### config.mk
export PLATFORM = sky130hd
export DESIGN_NAME = uart_cmd_parser
export DESIGN_NICKNAME = d
export VERILOG_FILES = /design/src/rtl/uart_cmd_parser.sv
export SDC_FILE = /design/constraint.sdc
export NUM_CORES = 1
export LEC_CHECK = 0
export CORE_UTILIZATION = 55
export DETAILED_ROUTE_END_ITERATION = 10
export PLACE_DENSITY = 0.78
export SLEW_MARGIN = 30
export SYNTH_ARGS = -nofsm -noshare
export SYNTH_HDL_FRONTEND = slang
export SYNTH_SLANG_ARGS = --single-unit
### constraint.sdc
create_clock -name clk -period 2.6 [get_ports clk]
set_input_delay 0.52 -clock clk [delete_from_list [all_inputs] [get_ports clk]]
set_output_delay 0.52 -clock clk [all_outputs]
set_load 0.01 [all_outputs]
### src/rtl/uart_cmd_parser.sv
// uart_cmd_parser
//
// Turns the UART receiver byte stream into EEPROM read/write requests.
// Frame layout: HEADER, CMD, ADDR_H, ADDR_L, [DATA for writes], CHK.
// CHK is the XOR of every byte between HEADER and CHK.
// A malformed, corrupted or stalled frame is dropped. The drop raises
// frame_err for one cycle and loads the cause into err_code.
//
// Handshake (req_*): req_valid rises one cycle after the CHK byte is
// accepted. While req_valid is high, req_we, req_addr and req_wdata do not
// change. A transfer happens on any clock edge where req_valid and
// req_ready are both high. req_valid drops on the following cycle and the
// parser returns to IDLE. req_valid never drops before that transfer.
//
// Ports:
//   clk, rst       clock; synchronous active-high reset
//   rx_data        received byte (BYTE_SIZE bits)
//   rx_valid       one-cycle strobe qualifying rx_data
//   rx_parity_err  parity error for the byte strobed this cycle
//   req_valid      request pending to the EEPROM controller
//   req_we         1 = write, 0 = read
//   req_addr       16-bit EEPROM byte address
//   req_wdata      write data (0 for reads)
//   req_ready      controller accepts the request
//   frame_err      one-cycle abort pulse
//   err_code       abort cause: 0 timeout, 1 parity, 2 bad command,
//                  3 checksum; holds its value until the next abort
//   busy           parser is in any state other than IDLE
module uart_cmd_parser #(
  parameter int                   BYTE_SIZE      = 8,
  parameter logic [BYTE_SIZE-1:0] HEADER         = 8'h55,
  parameter logic [BYTE_SIZE-1:0] CMD_WR         = 8'h01,
  parameter logic [BYTE_SIZE-1:0] CMD_RD         = 8'h02,
  parameter int                   TIMEOUT_CYCLES = 500000
) (
  input  logic                 clk,
  input  logic                 rst,
  input  logic [BYTE_SIZE-1:0] rx_data,
  input  logic                 rx_valid,
  input  logic                 rx_parity_err,
  output logic                 req_valid,
  output logic                 req_we,
  output logic [15:0]          req_addr,
  output logic [BYTE_SIZE-1:0] req_wdata,
  input  logic                 req_ready,
  output logic                 frame_err,
  output logic [1:0]           err_code,
  output logic                 busy
);

  localparam int CNT_W = $clog2(TIMEOUT_CYCLES + 1);
  localparam logic [CNT_W-1:0] TMO_LAST = CNT_W'(TIMEOUT_CYCLES - 1);

  typedef enum logic [2:0] {
    S_IDLE, S_CMD, S_ADDR_H, S_ADDR_L, S_DATA, S_CHK, S_ISSUE
  } state_t;

  state_t               state;
  logic [CNT_W-1:0]     tmo_cnt;
  logic [BYTE_SIZE-1:0] acc;
  logic                 we_q;
  logic [BYTE_SIZE-1:0] addr_h_q;
  logic [BYTE_SIZE-1:0] addr_l_q;
  logic [BYTE_SIZE-1:0] data_q;

  assign busy = (state != S_IDLE);

  always_ff @(posedge clk) begin
    if (rst) begin
      state     <= S_IDLE;
      tmo_cnt   <= '0;
      acc       <= '0;
      we_q      <= 1'b0;
      addr_h_q  <= '0;
      addr_l_q  <= '0;
      data_q    <= '0;
      req_valid <= 1'b0;
      req_we    <= 1'b0;
      req_addr  <= '0;
      req_wdata <= '0;
      frame_err <= 1'b0;
      err_code  <= 2'd0;
    end else begin
      frame_err <= 1'b0;
      case (state)
        S_IDLE: begin
          // Anything that is not a clean HEADER is line noise.
          if (rx_valid && !rx_parity_err && rx_data == HEADER) begin
            state   <= S_CMD;
            acc     <= '0;
            tmo_cnt <= '0;
          end
        end

        S_CMD, S_ADDR_H, S_ADDR_L, S_DATA, S_CHK: begin
          if (rx_valid) begin
            // A byte arriving in the same cycle as the timeout wins.
            tmo_cnt <= '0;
            if (rx_parity_err) begin
              // Parity is checked before the command or checksum.
              state     <= S_IDLE;
              frame_err <= 1'b1;
              err_code  <= 2'd1;
            end else begin
              case (state)
                S_CMD: begin
                  if (rx_data == CMD_WR || rx_data == CMD_RD) begin
                    we_q  <= (rx_data == CMD_WR);
                    acc   <= acc ^ rx_data;
                    state <= S_ADDR_H;
                  end else begin
                    state     <= S_IDLE;
                    frame_err <= 1'b1;
                    err_code  <= 2'd2;
                  end
                end
                S_ADDR_H: begin
                  addr_h_q <= rx_data;
                  acc      <= acc ^ rx_data;
                  state    <= S_ADDR_L;
                end
                S_ADDR_L: begin
                  addr_l_q <= rx_data;
                  acc      <= acc ^ rx_data;
                  state    <= we_q ? S_DATA : S_CHK;
                end
                S_DATA: begin
                  data_q <= rx_data;
                  acc    <= acc ^ rx_data;
                  state  <= S_CHK;
                end
                S_CHK: begin
                  if (rx_data == acc) begin
                    // Load the request outputs once, here. They stay put
                    // for the whole ISSUE phase.
                    req_valid <= 1'b1;
                    req_we    <= we_q;
                    req_addr  <= 16'({addr_h_q, addr_l_q});
                    req_wdata <= we_q ? data_q : '0;
                    state     <= S_ISSUE;
                  end else begin
                    state     <= S_IDLE;
                    frame_err <= 1'b1;
                    err_code  <= 2'd3;
                  end
                end
                default: state <= S_IDLE;
              endcase
            end
          end else if (tmo_cnt == TMO_LAST) begin
            tmo_cnt   <= '0;
            state     <= S_IDLE;
            frame_err <= 1'b1;
            err_code  <= 2'd0;
          end else begin
            tmo_cnt <= tmo_cnt + 1'b1;
          end
        end

        S_ISSUE: begin
          // req_valid is always high here. Bytes that arrive now are
          // dropped, and there is no timeout.
          if (req_ready) begin
            req_valid <= 1'b0;
            state     <= S_IDLE;
          end
        end

        default: state <= S_IDLE;
      endcase
    end
  end

endmodule
==> metrics.txt, run 1 <==
Comb power frac 4.8%; Clock transition at path regs 0.10 ns; Static Leak 1.73 nW; EDFF count, synth 0; CP Depth 8; VDD IR-drop max 380 µV; min setup slack post-route 0.0886 ns; worst slack at placement -0.322 ns; Setup Fix Bufs, Post-CTS 0; initial antenna violation count 0; max-slew violation count 0; core box area between 6000 and 7000 µm²; XOR/XNOR share of the synthesized area 4.57%; FFs w/ async S/R, synth 0%; Std-Cell Rows 29; share of cells above drive strength 1 13.3%; die height approximately 83 µm; die area 6960 µm²; vias in the first global route about 3200; first-pass GRT wire length about 15000 µm; final hold viol count 0; Initial DRT Pass Iterations 5; Hold Path Depth 2; CTS max path bufs 2; Seq/Total Area, Yosys 46.1%; Hold Path Class flop to flop; Worst Setup Start Kind primary input; final worst-path cycle share 96.6%; Post-Synth Simple-Gate Area 28.1%; Max stage delay cell, worst path or4_4; Clock Latency Late Sink about 0.36 ns; H-tree Lvls 3; die width between 80 and 90 µm; Cells after Synth 430; I/O Pins 43; final WL ~8600 µm; Tmin final about 2.5 ns; vias per cell 5.67; hold_buf cts 0; initial core utilization 57.1%; Final Skew between 0.015 and 0.02 ns; DRT met1 WL 3970 µm; cell area after synthesis around 3600 µm²; post-DP HPWL 6070 µm; switching share of total power 24.2%; Routability Congestion 0.846; P per Cell Area ~520 nW/µm²; Largest delay share family, worst path simple AND/OR/NAND/NOR gates; largest family of logic cells by synthesized area simple AND/OR/NAND/NOR gates; post-DR wirelength/cell roughly 15 µm; Worst Path Arrival ~2.8 ns; CP bufs+invs 2; switching power 0.575 mW; # DRC 0; Reg2Reg Depth 7; worst slew pin tran 0.675 ns; DR top layer met4; met2 wire length between 4000 and 5000 µm; total gr overflow 0; most frequent cells in the layout dfxtp_1 (84), nand2_1 (68), nor2_1 (47); Syn Area/Cell around 8.5 µm²; Total Nets Final 512; Antenna Cells 0; IO buf count 42; Placed Area 4360 µm²; CTS tree yes; CTS root buf clkbuf_8; Fmax 398 MHz; unrepaired setup endpoints after global routing false; Worst slew margin between 50 and 60%; max capacitance violation total 0; Yosys Warn Count 0; clock sinks 84; gr usage total 26.1%; Seq pwr share 54.2%; Crit path top cell by count nor2b_1; clock share of power 41.0%; number of CTS-inserted buffers 9; Critical Setup Path Class primary input to flop; post-route cell area 4580 µm²; synthesis-to-finish area growth 25.8%; endpoints failing setup 0; via count 3288; Distinct cells, synth 46; Pint 1.80 mW; top_reg_cell synth dfxtp_1; status completed; Critical Path, Cell by Cell clkdlybuf4s50_1 > nor2b_1 > or4_4 > nor4_4 > buf_4 > nor2b_1 > o31ai_2 > mux2i_1; crit end category flop; post-route core utilization 71.8%; DRT antenna net count 0; crit-path max cell delay 0.53 ns; met3 routed WL 337 µm; multiplexer area fraction after synthesis under 10%; adder-cell share of the synthesized area 0.343%; Net Count, Synth 444; commonest non-fill, non-tap cell in the layout dfxtp_1; compound-cell area share of the yosys netlist 12.7%; Min Hold Slack 0.457 ns; post-synthesis sequential element count 84; Required @ worst endpoint a little under 3 ns; CP max FO 4; largest net degree at the start of global routing 37; DR iter-0 viols 200
==> area by class of cell <==
class | count | area, µm²
clock buffer | 9 | 124
clock inverter | 7 | 81.3
fill | 493 | 1800
inverter | 6 | 22.5
multi-input combinational | 316 | 1840
sequential | 84 | 1680
tap | 77 | 96.3
timing repair buffer | 81 | 743
==> per-layer routing <==
layer,GRT usage [%],vias to the layer above
li1,-,1627
met1,33.8,1559
met2,42.8,83
met3,3.98,19
met4,12.4,0
met5,0,-
==> sequential cells by signal (all words and copies together) (netlist names) <==
name,count
acc,8
data_q,8
req_we,1
req_wdata,8
state,3
tmo_cnt,19
req_valid,1
err_code,2
addr_h_q,8
addr_l_q,8
we_q,1
req_addr,16
frame_err,1
==> what timing repair did <==
item	in CTS	in global routing
endpoints found under the setup margin	0	22
hold endpoints to repair	0	0
gates resized for setup	0	6
==> final timing paths <==
| kind | slack [ns] | start | end |
|---|---|---|---|
| worst max-delay path | 0.09 | rx_data[4] | err_code[0] |
| worst min-delay path | 0.46 | req_we | req_we |
| worst max register to register | 0.40 | acc[7] | err_code[0] |
| worst min register to register | 0.46 | req_we | req_we |
==> kinds of logic (layout without fill, tap and decap cells) <==
group | after synthesis | count (layout)
AO/OA/AOI/OAI | 72 | 72
XOR/XNOR | 19 | 19
adder cells (fa/ha/maj) | 1 | 1
buffers and inverters | 30 | 103
flip-flops | 84 | 84
multiplexers | 16 | 16
AND/OR/NAND/NOR | 208 | 208
==> cell usage after synthesis, drive strengths merged (6+ instances only) <==
| master | instances | share of area (%) |
|---|---|---|
| dfxtp | 84 | 46 |
| nand2 | 70 | 7.3 |
| nor2 | 47 | 4.8 |
| a21oi | 46 | 6.4 |
| nand3 | 30 | 4.1 |
| nor2b | 22 | 3.8 |
| mux2i | 16 | 4.4 |
| clkbuf | 15 | 1.5 |
| xor2 | 14 | 3.4 |
| a221o | 9 | 2.5 |
| buf | 9 | 1.6 |
| and3 | 6 | 1.0 |
| inv | 6 | 0.62 |
| o21ai | 6 | 1.1 |
==> power by group through the flow <==
stage               sequential [mW]  combinational [mW]  clock, mW
detailed placement             1.32               0.112          0
finish                         1.29               0.114      0.972
global placement               1.32               0.111          0
global route                   1.29               0.121       1.04
CTS                            1.29               0.112      0.986
floorplan                      1.32              0.0469          0
==> tightest hold or removal path: cells and delay by family (launching register included) <==
family	cells	cell delay, ns
flops	1	0.32
compound gates	1	0.05
simple gates	1	0.05
==> stage by stage <==
stage,total power [mW],std cells,setup TNS (ns)
after global placement,1.43,564,-12.07
after detailed placement,1.43,564,-13.50
after global routing,2.45,580,0
after CTS,2.38,580,0
after floorplan,1.36,430,0
final,2.37,580,0
Note: power is estimated with default switching activity, not from simulation.
==> run 2, diff against run 1 <==
--- a/config.mk
+++ b/config.mk
@@ -6,6 +6,7 @@
 export NUM_CORES = 1
 export LEC_CHECK = 0
 export CORE_UTILIZATION = 55
+export CTS_CLUSTER_SIZE = 14
 export DETAILED_ROUTE_END_ITERATION = 10
 export PLACE_DENSITY = 0.78
 export SLEW_MARGIN = 30
==> results of run 2 <==
No change in the layout: final DEF, timing and power equal those of run 1.
==> run 3, diff against run 2 <==
--- a/config.mk
+++ b/config.mk
@@ -5,10 +5,10 @@
 export SDC_FILE = /design/constraint.sdc
 export NUM_CORES = 1
 export LEC_CHECK = 0
-export CORE_UTILIZATION = 55
+export CORE_UTILIZATION = 44
 export CTS_CLUSTER_SIZE = 14
 export DETAILED_ROUTE_END_ITERATION = 10
-export PLACE_DENSITY = 0.78
+export PLACE_DENSITY = 0.64
 export SLEW_MARGIN = 30
 export SYNTH_ARGS = -nofsm -noshare
 export SYNTH_HDL_FRONTEND = slang
==> constraint.sdc (replaced) <==
create_clock -name clk -period 2.6 [get_ports clk]
set_input_delay 0.52 -clock clk [delete_from_list [all_inputs] [get_ports clk]]
set_output_delay 0.52 -clock clk [all_outputs]
set_load 0.1 [all_outputs]
==> metrics.txt, run 3 (synthesis gave the netlist of run 1 again) <==
max reg flops 19 (unchanged); Initial DRT Pass Iterations 4 (was 5); die height 93.0 µm (was 83.4 µm); Worst Setup EP acc[1] (was err_code[0]); largest net degree at the start of global routing 35 (was 37); gr usage total 20.7% (was 26.1%); IO buf count 42 (unchanged); number of CTS-inserted buffers 9 (unchanged); endpoints failing setup 0 (unchanged); Std-Cell Rows 32 (was 29); VDD IR-drop max 244 µV (was 380 µV); reg2reg setup slack 0.43 ns (was 0.40 ns); first-pass GRT wire length 13900 µm (was 14500 µm); Worst slew margin 51.5% (was 55.0%); Required @ worst endpoint 2.84 ns (was 2.89 ns); max-slew violation count 0 (unchanged); Min Hold Slack 0.459 ns (was 0.457 ns); Antenna Cells 0 (unchanged); Worst Path Arrival 2.74 ns (was 2.80 ns); Placed Area 4320 µm² (was 4360 µm²); Critical Setup Path Class primary input to flop (unchanged); CTS tree yes (unchanged); initial antenna violation count 0 (unchanged); Clock transition at path regs 0.09 ns (was 0.10 ns); commonest non-fill, non-tap cell in the layout dfxtp_1 (unchanged); vias in the first global route 2802 (was 3163); final WL 8460 µm (was 8600 µm); Total Nets Final 512 (unchanged); synthesis-to-finish area growth 24.7% (was 25.8%); total gr overflow 0 (unchanged); share of cells above drive strength 1 19.1% (was 13.3%); via count 3195 (was 3288); final worst-path cycle share 96.0% (was 96.6%); unrepaired setup endpoints after global routing false (unchanged); vias per cell 5.28 (was 5.67); max capacitance violation total 0 (unchanged); Final Skew 0.0120 ns (was 0.0173 ns); # DRC 0 (unchanged); initial core utilization 46.2% (was 57.1%); Worst Setup Start Kind primary input (unchanged); Pwr Total 2.38 mW (was 2.37 mW); DRT antenna net count 0 (unchanged); post-route core utilization 57.6% (was 71.8%); biggest regs tmo_cnt x19, req_addr x16 (unchanged); post-DP HPWL 6100 µm (was 6070 µm); M1 GR Usage 30.9% (was 33.8%); most frequent cells in the layout dfxtp_1 (84), nand2_1 (68), buf_4 (66) (was dfxtp_1 (84), nand2_1 (68), nor2_1 (47)); DR iter-0 viols 170 (was 200); Clock Latency Late Sink 0.36 ns (about the same); clock sinks 84 (unchanged); status completed (unchanged); P per Cell Area 523 nW/µm² (was 517 nW/µm²); Routability Congestion 0.797 (was 0.846); Fmax 401 MHz (was 398 MHz); Hold Path Depth 2 (unchanged); CTS root buf clkbuf_8 (unchanged); Tmin final 2.50 ns (was 2.51 ns); post-DR wirelength/cell 14.0 µm (was 14.8 µm); die width 93.0 µm (was 83.4 µm); core box area 7890 µm² (was 6390 µm²); H-tree Lvls 3 (unchanged); worst r2r src acc[7] (unchanged); grt met3 use 3.50% (was 3.98%); I/O Pins 43 (unchanged); Static Leak 1.78 nW (was 1.73 nW); reg2reg end err_code[0] (unchanged); Hold Path Class flop to flop (unchanged); Reg2Reg Depth 7 (unchanged); met2 Use GR 29.2% (was 42.8%); final hold viol count 0 (unchanged); GRT busiest layer met1 (was met2); CP max FO 8 (was 4); crit end category flop (unchanged); Most flops, register tmo_cnt (unchanged); post-route cell area 4540 µm² (was 4580 µm²); fill cell count 717 (was 493); CP startpoint rx_data[3] (was rx_data[4]); CTS max path bufs 2 (unchanged); worst slew pin tran 0.727 ns (was 0.675 ns); die area 8650 µm² (was 6960 µm²)
==> run 3: changes by cell type in the layout (fill, tap and decap cells not counted) <==
cell and delta:
inv_8 +1, clkinvlp_4 +1, and3_4 -1, inv_6 -2
buf_4 +29, clkdlybuf4s50_1 -28, dlymetal6s2s_1 -2, and3_1 +1
buf_12 +1
==> run 3: timing repair <==
action / CTS / global route
endpoints found under the hold margin: 0 / 0
resized for setup: 0 / 3
hold buffers: 0 / 0
endpoints found under the setup margin: 0 / 30
setup buffers: 0 / 1
==> run 3: where the power goes <==
part	internal (mW)	switching, mW	total (mW)
clock	0.461	0.516	0.976
sequential	1.29	0.000105	1.29
combinational	0.0517	0.0634	0.115
total	1.80	0.579	2.38
==> run 3: metrics by stage <==
step,setup WS (ns),std cells,TNS (ns)
after CTS,0.0245,604,0
after floorplan,0.312,430,0
after global routing,0.00108,605,0
after global placement,-0.310,588,-13.61
final,0.104,605,0
after detailed placement,-0.356,588,-13.01
==> run 3: layout make-up <==
type | instances | area [µm²] | share of cell area [%]
sequential | 84 | 1680 | 37.0
multi-input combinational | 316 | 1830 | 40.3
timing repair buffer | 81 | 676 | 14.9
clock buffer | 9 | 124 | 2.73
tap | 102 | 128 | 2.81
inverter | 6 | 22.5 | 0.496
clock inverter | 7 | 82.6 | 1.82
==> run 3: per-layer routing <==
metal / share of wire, % / routed length, µm
met5: 0 / 0
met2: 43 / 3620
met4: 1.3 / 106
met1: 51 / 4360
met3: 4.5 / 380
==> run 3: worst min path at each step <==
stage,start,to
floorplan,addr_l_q[0],req_addr[0]
global placement,addr_h_q[7],req_addr[15]
detailed placement,addr_l_q[7],req_addr[7]
CTS,addr_h_q[2],req_addr[10]
global route,req_we,req_we
finish,req_valid,req_valid
==> run 3: worst max-delay path: stages <==
cell             delay (ns)
clkdlybuf4s50_1        0.48
or3_1                  0.44
or4_4                  0.57
nand2_2                0.10
a21oi_1                0.22
a221o_1                0.42
